===== config.mk =====
export PLATFORM = sky130hd
export DESIGN_NAME = iopage_master
export DESIGN_NICKNAME = d
export VERILOG_FILES = /design/src/rtl/iopage_master_pkg.sv /design/src/rtl/iopage_master_timeout_ctr.sv /design/src/rtl/iopage_master.sv
export SDC_FILE = /design/constraint.sdc
export NUM_CORES = 1
export LEC_CHECK = 0
export CELL_PAD_IN_SITES_DETAIL_PLACEMENT = 0
export CELL_PAD_IN_SITES_GLOBAL_PLACEMENT = 1
export CORE_MARGIN = 4
export CORE_UTILIZATION = 41
export CTS_CLUSTER_SIZE = 28
export DETAILED_ROUTE_END_ITERATION = 10
export HOLD_SLACK_MARGIN = 0.02
export PLACE_DENSITY = 0.81
export SYNTH_ARGS = -nofsm -noshare
export SYNTH_HDL_FRONTEND = slang
export SYNTH_SLANG_ARGS = --single-unit
export TNS_END_PERCENT = 20

===== constraint.sdc =====
create_clock -name clk -period 5.5 [get_ports clk]
set_input_delay 1.375 -clock clk [delete_from_list [all_inputs] [get_ports clk]]
set_output_delay 1.375 -clock clk [all_outputs]
set_load 0.1 [all_outputs]

===== src/rtl/iopage_master_pkg.sv =====
// Shared types and constants for the I/O page bus initiator.
// Holds the state encoding, bus widths, the request payload and the byte-lane helpers.
package iopage_master_pkg;

  localparam int unsigned IOPAGE_AW = 13;
  localparam int unsigned IOPAGE_DW = 16;
  localparam logic [IOPAGE_AW-1:0] IOPAGE_PSW = 13'o17776;

  typedef enum logic [1:0] {
    ST_IDLE   = 2'd0,
    ST_ADDR   = 2'd1,
    ST_STROBE = 2'd2,
    ST_DONE   = 2'd3
  } state_e;

  typedef struct packed {
    logic                 wr;
    logic                 byte_op;
    logic [IOPAGE_AW-1:0] addr;
    logic [IOPAGE_DW-1:0] data;
  } iopage_req_t;

  // Byte writes put the low data byte on the lane picked by addr[0].
  function automatic logic [IOPAGE_DW-1:0] wr_lane(input iopage_req_t r);
    if (!r.byte_op) return r.data;
    return r.addr[0] ? {r.data[7:0], 8'h00} : {8'h00, r.data[7:0]};
  endfunction

  // Byte reads return the selected lane zero-extended; the CPU sign-extends.
  function automatic logic [IOPAGE_DW-1:0] rd_lane(input logic byte_op, input logic a0,
                                                   input logic [IOPAGE_DW-1:0] d);
    if (!byte_op) return d;
    return a0 ? {8'h00, d[15:8]} : {8'h00, d[7:0]};
  endfunction

endpackage


===== src/rtl/iopage_master_timeout_ctr.sv =====
// Loadable down-counter bounding how long the address phase waits for a decode.
// expired_c is high while the count sits at zero.
module iopage_master_timeout_ctr #(
  parameter int unsigned WIDTH = 4
) (
  input  logic             clk,
  input  logic             reset,
  input  logic             clear,
  input  logic             load,
  input  logic [WIDTH-1:0] load_val,
  input  logic             en,
  output logic             expired_c
);

  logic [WIDTH-1:0] count_q, count_d;

  always_comb begin
    count_d = count_q;
    if (clear)                        count_d = '0;
    else if (load)                    count_d = load_val;
    else if (en && count_q != '0)     count_d = count_q - WIDTH'(1);
  end

  always_ff @(posedge clk or posedge reset) begin
    if (reset) count_q <= '0;
    else       count_q <= count_d;
  end

  assign expired_c = (count_q == '0);

endmodule


===== src/rtl/iopage_master.sv =====
// I/O page bus initiator: runs one CPU access per request on the ORed slave bus and
// returns read data or a bus error (odd word address or no decode within TIMEOUT cycles).
module iopage_master
  import iopage_master_pkg::*;
#(
  parameter int unsigned TIMEOUT = 8
) (
  input  logic                 clk,
  input  logic                 reset,
  input  logic                 req,
  input  logic                 req_wr,
  input  logic                 req_byte,
  input  logic [IOPAGE_AW-1:0] req_addr,
  input  logic [IOPAGE_DW-1:0] req_data,
  output logic                 busy,
  output logic                 ack,
  output logic                 bus_err,
  output logic [IOPAGE_DW-1:0] rd_data,
  output logic [IOPAGE_AW-1:0] iopage_addr,
  output logic [IOPAGE_DW-1:0] iopage_data_out,
  output logic                 iopage_rd,
  output logic                 iopage_wr,
  output logic                 iopage_byte_op,
  input  logic [IOPAGE_DW-1:0] iopage_data_in,
  input  logic                 iopage_decode
);

  localparam int unsigned CW = $clog2(TIMEOUT + 1);

  state_e               state_q, state_d;
  iopage_req_t          req_q, req_d, in_req_c, cur_req_c;
  logic                 busy_q, busy_d, ack_q, ack_d, bus_err_q, bus_err_d;
  logic [IOPAGE_DW-1:0] rd_data_q, rd_data_d, iopage_data_out_q, iopage_data_out_d;
  logic [IOPAGE_AW-1:0] iopage_addr_q, iopage_addr_d;
  logic                 iopage_rd_q, iopage_rd_d, iopage_wr_q, iopage_wr_d;
  logic                 iopage_byte_op_q, iopage_byte_op_d;
  logic                 expired_c;

  assign in_req_c = {req_wr, req_byte, req_addr, req_data};

  // Loaded while idle so the count is fresh on entry to the address phase.
  iopage_master_timeout_ctr #(.WIDTH(CW)) u_timeout (
    .clk       (clk),
    .reset     (reset),
    .clear     (state_q == ST_DONE),
    .load      (state_q == ST_IDLE),
    .load_val  (CW'(TIMEOUT - 1)),
    .en        (state_q == ST_ADDR),
    .expired_c (expired_c)
  );

  always_ff @(posedge clk or posedge reset) begin
    if (reset) state_q <= ST_IDLE;
    else       state_q <= state_d;
  end

  // A decode on the final address cycle still wins over the timeout.
  always_comb begin
    state_d = state_q;
    unique case (state_q)
      ST_IDLE:   if (req) state_d = (!req_byte && req_addr[0]) ? ST_DONE : ST_ADDR;
      ST_ADDR:   if (iopage_decode) state_d = ST_STROBE;
                 else if (expired_c) state_d = ST_DONE;
      ST_STROBE: state_d = ST_DONE;
      ST_DONE:   state_d = ST_IDLE;
      default:   state_d = ST_IDLE;
    endcase
  end

  // Outputs are computed from the next state so every bus signal leaves a flop.
  always_comb begin
    cur_req_c         = (state_q == ST_IDLE) ? in_req_c : req_q;
    req_d             = (state_q == ST_IDLE && req) ? in_req_c : req_q;
    busy_d            = (state_d != ST_IDLE);
    ack_d             = (state_d == ST_DONE);
    bus_err_d         = 1'b0;
    rd_data_d         = rd_data_q;
    iopage_addr_d     = '0;
    iopage_data_out_d = '0;
    iopage_byte_op_d  = 1'b0;
    iopage_rd_d       = (state_d == ST_STROBE) && !cur_req_c.wr;
    iopage_wr_d       = (state_d == ST_STROBE) && cur_req_c.wr;
    if (state_d == ST_ADDR || state_d == ST_STROBE) begin
      iopage_addr_d    = cur_req_c.addr;
      iopage_byte_op_d = cur_req_c.byte_op;
      if (cur_req_c.wr) iopage_data_out_d = wr_lane(cur_req_c);
    end
    if (state_d == ST_DONE) begin
      if (state_q == ST_STROBE) begin
        rd_data_d = cur_req_c.wr ? '0
                  : rd_lane(cur_req_c.byte_op, cur_req_c.addr[0], iopage_data_in);
      end else begin
        bus_err_d = 1'b1;
        rd_data_d = '0;
      end
    end
  end

  always_ff @(posedge clk or posedge reset) begin
    if (reset) begin
      req_q             <= '0;
      busy_q            <= 1'b0;
      ack_q             <= 1'b0;
      bus_err_q         <= 1'b0;
      rd_data_q         <= '0;
      iopage_addr_q     <= '0;
      iopage_data_out_q <= '0;
      iopage_rd_q       <= 1'b0;
      iopage_wr_q       <= 1'b0;
      iopage_byte_op_q  <= 1'b0;
    end else begin
      req_q             <= req_d;
      busy_q            <= busy_d;
      ack_q             <= ack_d;
      bus_err_q         <= bus_err_d;
      rd_data_q         <= rd_data_d;
      iopage_addr_q     <= iopage_addr_d;
      iopage_data_out_q <= iopage_data_out_d;
      iopage_rd_q       <= iopage_rd_d;
      iopage_wr_q       <= iopage_wr_d;
      iopage_byte_op_q  <= iopage_byte_op_d;
    end
  end

  assign busy            = busy_q;
  assign ack             = ack_q;
  assign bus_err         = bus_err_q;
  assign rd_data         = rd_data_q;
  assign iopage_addr     = iopage_addr_q;
  assign iopage_data_out = iopage_data_out_q;
  assign iopage_rd       = iopage_rd_q;
  assign iopage_wr       = iopage_wr_q;
  assign iopage_byte_op  = iopage_byte_op_q;

endmodule

* Yosys cells after proc, flatten, opt, wreduce, memory -nomap -nowiden *
Cells that the tools add are included.

storage, ports and cells
  flip-flop bits (word level) = 88
  input port bits = 51
  output and inout bits = 51

operators by class
  add/sub/neg operators = 1
  eq/ne operators = 6
  multiplexer cells = 28
  reduce and logical (&&, ||, !) cells = 13

operators with widths
  kind                                                                 number
  16-bit 2-to-1 mux                                                    9
  31-bit 2-to-1 mux                                                    1
  13-bit 2-to-1 mux                                                    1
  4-bit 2-to-1 mux                                                     3
  2-bit == test (second input constant)                                4
  1-bit 2-to-1 mux                                                     8
  2-bit 2-to-1 mux                                                     4
  8-bit 2-to-1 mux                                                     1
  2-bit one-hot mux with 4 select lines                                1
  1-bit logical AND                                                    5
  2-bit by 1-bit == test with 1-bit output (second input constant)     2
  4-bit logical NOT                                                    1
  4-bit nonzero test                                                   1
  4-bit by 1-bit subtractor with 4-bit output (second input constant)  1
  3-bit nonzero test                                                   1
  1-bit logical NOT                                                    2
  2-bit logical NOT                                                    1
  2-bit nonzero test                                                   1
  1-bit logical OR                                                     1

* Depth between registers and ports, before layout *
  depth in word-level cells = 11
  mapped depth = 12
  depth with buffers taken out = 9

* Cells and area by module *
From an unflattened synthesis, not the netlist that was laid out.

second synthesis, totals
  cell total of the unflattened synthesis = 356
  area total of the unflattened synthesis = 4140.2 µm²

modules (own cells, without submodules)
  module                     instances  cells an instance  area an instance (µm²)  sequential area each (µm²)
  iopage_master              1          325                3841.2                  2102.0
  iopage_master_timeout_ctr  1          31                 299.0                   100.1

* Worst setup path before layout *
OpenSTA, ideal clock, no wires.

  path type = in2reg
  from = in req
  to = reg rd_data_q[10], in the netlist rd_data[10]
  arrival = 3369 ps
  required time = 5433 ps
  slack = 2064 ps
  stages = 11
  buffers on the path = 4
  cells stage by stage = nor3b_2 -> buf_2 -> nand3b_1 -> o21ai_0 -> ha_1 -> buf_2 -> nor4bb_1 -> buf_2 -> and2_1 -> buf_2 -> a22o_1

between the ends
  word-level cells in the longest chain between the ends = 3

ends and longest elaborated chain
  item                                   line                  text
  start: declaration                     iopage_master.sv:10   input logic req,
  2-bit 2-to-1 mux                       iopage_master.sv:61   ST_IDLE: if (req) state_d = (!req_byte && req_addr[0]) ? ST_DONE : ST_ADDR;
  2-bit one-hot mux with 4 select lines  iopage_master.sv:60   unique case (state_q)
  net state_d[1]                         iopage_master.sv:30   state_e state_q, state_d;
  2-bit == test                          iopage_master.sv:88   if (state_d == ST_DONE) begin
  end signal: assignment                 iopage_master.sv:116  rd_data_q <= rd_data_d;
  end: declaration                       iopage_master.sv:33   logic [IOPAGE_DW-1:0] rd_data_q, rd_data_d, iopage_data_out_q, iopage_data_out_d;

The timed path passes the listed nets, and every way through them passes these cells.
A chain may end at the register's enable or synchronous reset.

* Worst setup path after layout *
  from = in req_byte
  to = reg rd_data_q[8], in the netlist rd_data[8]

between the ends
  elaborated cells on any way between the ends = 13
  those cells by class = eq/ne (1); mux (10); reduce/logical (2)

RTL lines
  item                                   line                 text
  start: declaration                     iopage_master.sv:12  input logic req_byte,
  1-bit logical NOT                      iopage_master.sv:61
  1-bit logical AND                      iopage_master.sv:61
  2-bit 2-to-1 mux (2 in a row)          iopage_master.sv:61
  2-bit one-hot mux with 4 select lines  iopage_master.sv:60
  net state_d[1]                         iopage_master.sv:30
  2-bit == test                          iopage_master.sv:88

The timed path passes the listed nets, and every way through them passes these cells. The select of a mux whose other input is x is not followed.

==> impl_metrics.yaml <==
outcome:
  run_status: "finished clean"
setup_path:
  crit_path_max_incr_delay_ns: 0.63
  critical_path_required_ns: 5.80
  reg2regPathDepth: 9
  crit_family: "simple AND/OR/NAND/NOR gates"
  worstPathBufferInverterCount: 2
  critical_path.cell_chain: "clkdlybuf4s50_1 > nand3b_1 > o21ai_0 > ha_1 > nor4bb_2 > buf_4 > and2_1 > a22o_1"
  worstSetupEndpointType: "register"
  arrival_ns: 4.12
  crit_cells: 8
  nature_of_the_critical_path_startpoint: "primary input"
  critical_path.slowest_cell: "clkdlybuf4s50_1"
  critPathKind: "primary input to register"
  worstPathMaxFanout: 17
sta:
  fmaxAchievable_mhz: 262
  final_slew_viol_count: 0
  worst_pin_slew_ns: 1.06
  timing.final.hold_violations: 0
  period_needed_ns: 3.82
  setup-tns-final_ns: 0
  rsz0062_at_grt: "false"
  maxSlewHeadroom: 0.288
  skew_ns: 0.0154
  fin_crit_share: 0.695
  setup_viol: 0
floorplanning:
  dieHeight_um: 106
  die_w_um: 106
  die-area_um2: 11300
  fp.coreArea_um2: 9330
  ioPinCount: 102
  fp-row-count: 35
  floorplan.initialDensity: 0.426
grt:
  grt_overflow_total: 0
  grt_first_pass_wirelength_um: 15700
  grt_antenna_before_repair: 0
  grt_pass1_vias: 3145
  grt_usage: 0.174
  largest_net_degree_at_the_start_of_global_routing: 60
place:
  dp_hpwl_um: 6580
  place.port_buffers: 101
  dpl.cell_count: 555
  final_wtd_congestion: 0.778
  placed_standard_cell_area_um2: 5080
run:
  max-cap-violations: 0
detailed_routing:
  m1WireLength_um: 4570
  drt_wl_total_um: 9780
  dr_wl_met2_um: 4440
  drt.antenna.violating_nets: 0
  avgRoutedWirePerCell_um: 17.1
  drt_iter0_markers: 90
  first_pass_iters: 4
  number_of_vias_per_cell_after_detailed_routing: 5.28
  detailroute.via_count: 3013
  top_signal_layer_used: "met4"
  drc: 0
  met3_length_um: 633
logic_synthesis:
  ys_async_sr_fraction: 1.00
  ys_warn_count: 0
  yosysSeqAreaShare: 0.555
  synth.distinct_cells: 41
  netlist_area_um2: 3970
  netlist_instances: 347
  postSynthNetCount: 403
  synth_seq_cells: 88
  synth-edff-count: 0
  syn_avg_cell_area_um2: 11.4
  synth_top_flop_cell: "dfrtp_1"
cells_and_area:
  layout.cells.non_filler: 571
  finish.instance_area_um2: 5280
  num_antenna_cells: 0
  layout.nets: 493
  total_area_of_multi_input_combinational_cells_um2: 1600
  area.sequential_um2: 2200
  drive_above_1_share: 0.152
  flow.area_growth_from_synthesis_pct: 33.0
  layout.filler_cells: 817
worst_hold_path:
  hp-class: "register to register"
  min_delay_path_depth: 1
clock_tree:
  hold_bufs_at_cts: 0
  cts.sinks: 88
  cts-root-buf: "clkbuf_8"
  cts-resized-gates: 0
  clk_path_buf_depth: 2
  cts.clk_slew.worst_paths_ns: 0.09
  tritoncts: "built"
  cts_setup_buffers: 0
  cts-htree-levels: 3
  numCtsBuffers: 9
  worstSkewPairLatency_ns: 0.36
==> sequential cells by signal, indices dropped and copies added (netlist names) <==
signal / cells
req_q: 31
iopage_data_out: 16
rd_data: 16
iopage_addr: 13
u_timeout.count_q: 4
state_q: 2
ack: 1
bus_err: 1
busy: 1
iopage_byte_op: 1
iopage_rd: 1
iopage_wr: 1
==> kinds of logic after synthesis <==
family | count (synthesis) | share of synthesized area
AND/OR/NAND/NOR | 95 | 0.137
flip-flops | 88 | 0.555
AO/OA/AOI/OAI | 84 | 0.155
buffers and inverters | 44 | 0.0501
multiplexers | 30 | 0.0851
adder cells (fa/ha/maj) | 5 | 0.0158
XOR/XNOR | 1 | 0.00221
==> layout by cell type (no fill, tap or decap), drive strengths merged <==
| cell | Yosys | layout |
|---|---|---|
| a21boi | 14 | 14 |
| a21oi | 9 | 9 |
| a22o | 8 | 8 |
| a31oi | 8 | 8 |
| a32o | 1 | 1 |
| and2 | 2 | 2 |
| and3b | 1 | 1 |
| buf | 22 | 6 |
| bufinv | 0 | 1 |
| clkbuf | 6 | 9 |
| clkdlybuf4s50 | 0 | 101 |
| clkinv | 2 | 6 |
| clkinvlp | 0 | 2 |
| dfrtp | 88 | 88 |
| ha | 5 | 5 |
| inv | 14 | 14 |
| mux2 | 30 | 30 |
| nand2 | 37 | 37 |
| nand3 | 1 | 1 |
| nand3b | 1 | 1 |
| nor2 | 13 | 13 |
| nor2b | 6 | 6 |
| nor3 | 10 | 10 |
| nor3b | 11 | 11 |
| nor4b | 8 | 8 |
| nor4bb | 2 | 2 |
| o211a | 1 | 1 |
| o211ai | 8 | 8 |
| o21a | 11 | 11 |
| o21ai | 4 | 4 |
| o221ai | 9 | 9 |
| o22ai | 10 | 10 |
| o311ai | 1 | 1 |
| or2 | 2 | 2 |
| or3 | 1 | 1 |
| xor2 | 1 | 1 |
==> path summary, 6_finish.rpt <==
check | to | slack [ns] | start
worst max register to register | rd_data[8] | 1.90 | state_q[0]
max in group asynchronous | rd_data[2] | 3.02 | reset
worst max-delay path | rd_data[8] | 1.68 | req_byte
min in group asynchronous | iopage_addr[12] | 1.55 | reset
worst min-delay path | req_q[9] | 0.52 | req_q[9]
worst min register to register | req_q[9] | 0.52 | req_q[9]
==> metrics by stage <==
step	worst slack [ns]	util	hold WS, ns
after floorplan	1.85	-	0.480
after global placement	1.46	0.544	0.489
after detailed placement	1.37	0.544	0.497
after CTS	1.74	0.566	0.519
after global routing	1.52	0.566	0.529
final	1.68	0.566	0.516
==> metal layers <==
metal | vias up | track usage
met2 | 102 | 0.282
met1 | 1483 | 0.231
met4 | 0 | 0.0564
li1 | 1413 | -
met5 | - | 0
met3 | 15 | 0.0401
==> worst reg2reg max path, cell delays in order, from the launching register on <==
cell      delay [ns]
dfrtp_1         0.86
buf_4           0.39
nor2b_1         0.20
nor2_1          0.07
o21ai_0         0.43
ha_1            0.52
nor4bb_2        0.35
buf_4           0.25
and2_1          0.31
a22o_1          0.18
==> Yosys cell counts (7+ instances only) <==
| master | count | area [um2] |
|---|---|---|
| dfrtp_1 | 88 | 2200 |
| nand2_1 | 37 | 139 |
| mux2_2 | 30 | 338 |
| buf_2 | 18 | 90.1 |
| inv_1 | 14 | 52.6 |
| nor2_1 | 13 | 48.8 |
| o21a_1 | 11 | 82.6 |
| nor3b_1 | 10 | 75.1 |
| o22ai_1 | 10 | 62.6 |
| a21oi_1 | 9 | 45.0 |
| o221ai_1 | 9 | 78.8 |
| a22o_1 | 8 | 70.1 |
| a31oi_1 | 8 | 50.1 |
| nor3_2 | 8 | 80.1 |
| nor4b_1 | 8 | 70.1 |
| o211ai_1 | 8 | 60.1 |
| a21boi_0 | 7 | 52.6 |
| a21boi_1 | 7 | 52.6 |
==> cell type report <==
| type | instances | share of cell area |
|---|---|---|
| Clock inverter | 7 | 0.0152 |
| Tap cell | 129 | 0.0306 |
| Sequential cell | 88 | 0.417 |
| Clock buffer | 9 | 0.0235 |
| Multi-Input combinational cell | 215 | 0.302 |
| Timing Repair Buffer | 107 | 0.200 |
| Inverter | 16 | 0.0116 |
Power is left out: the tool's default activity adds up to more than one toggle a clock period on the data nets, which glitch-free logic cannot reach.
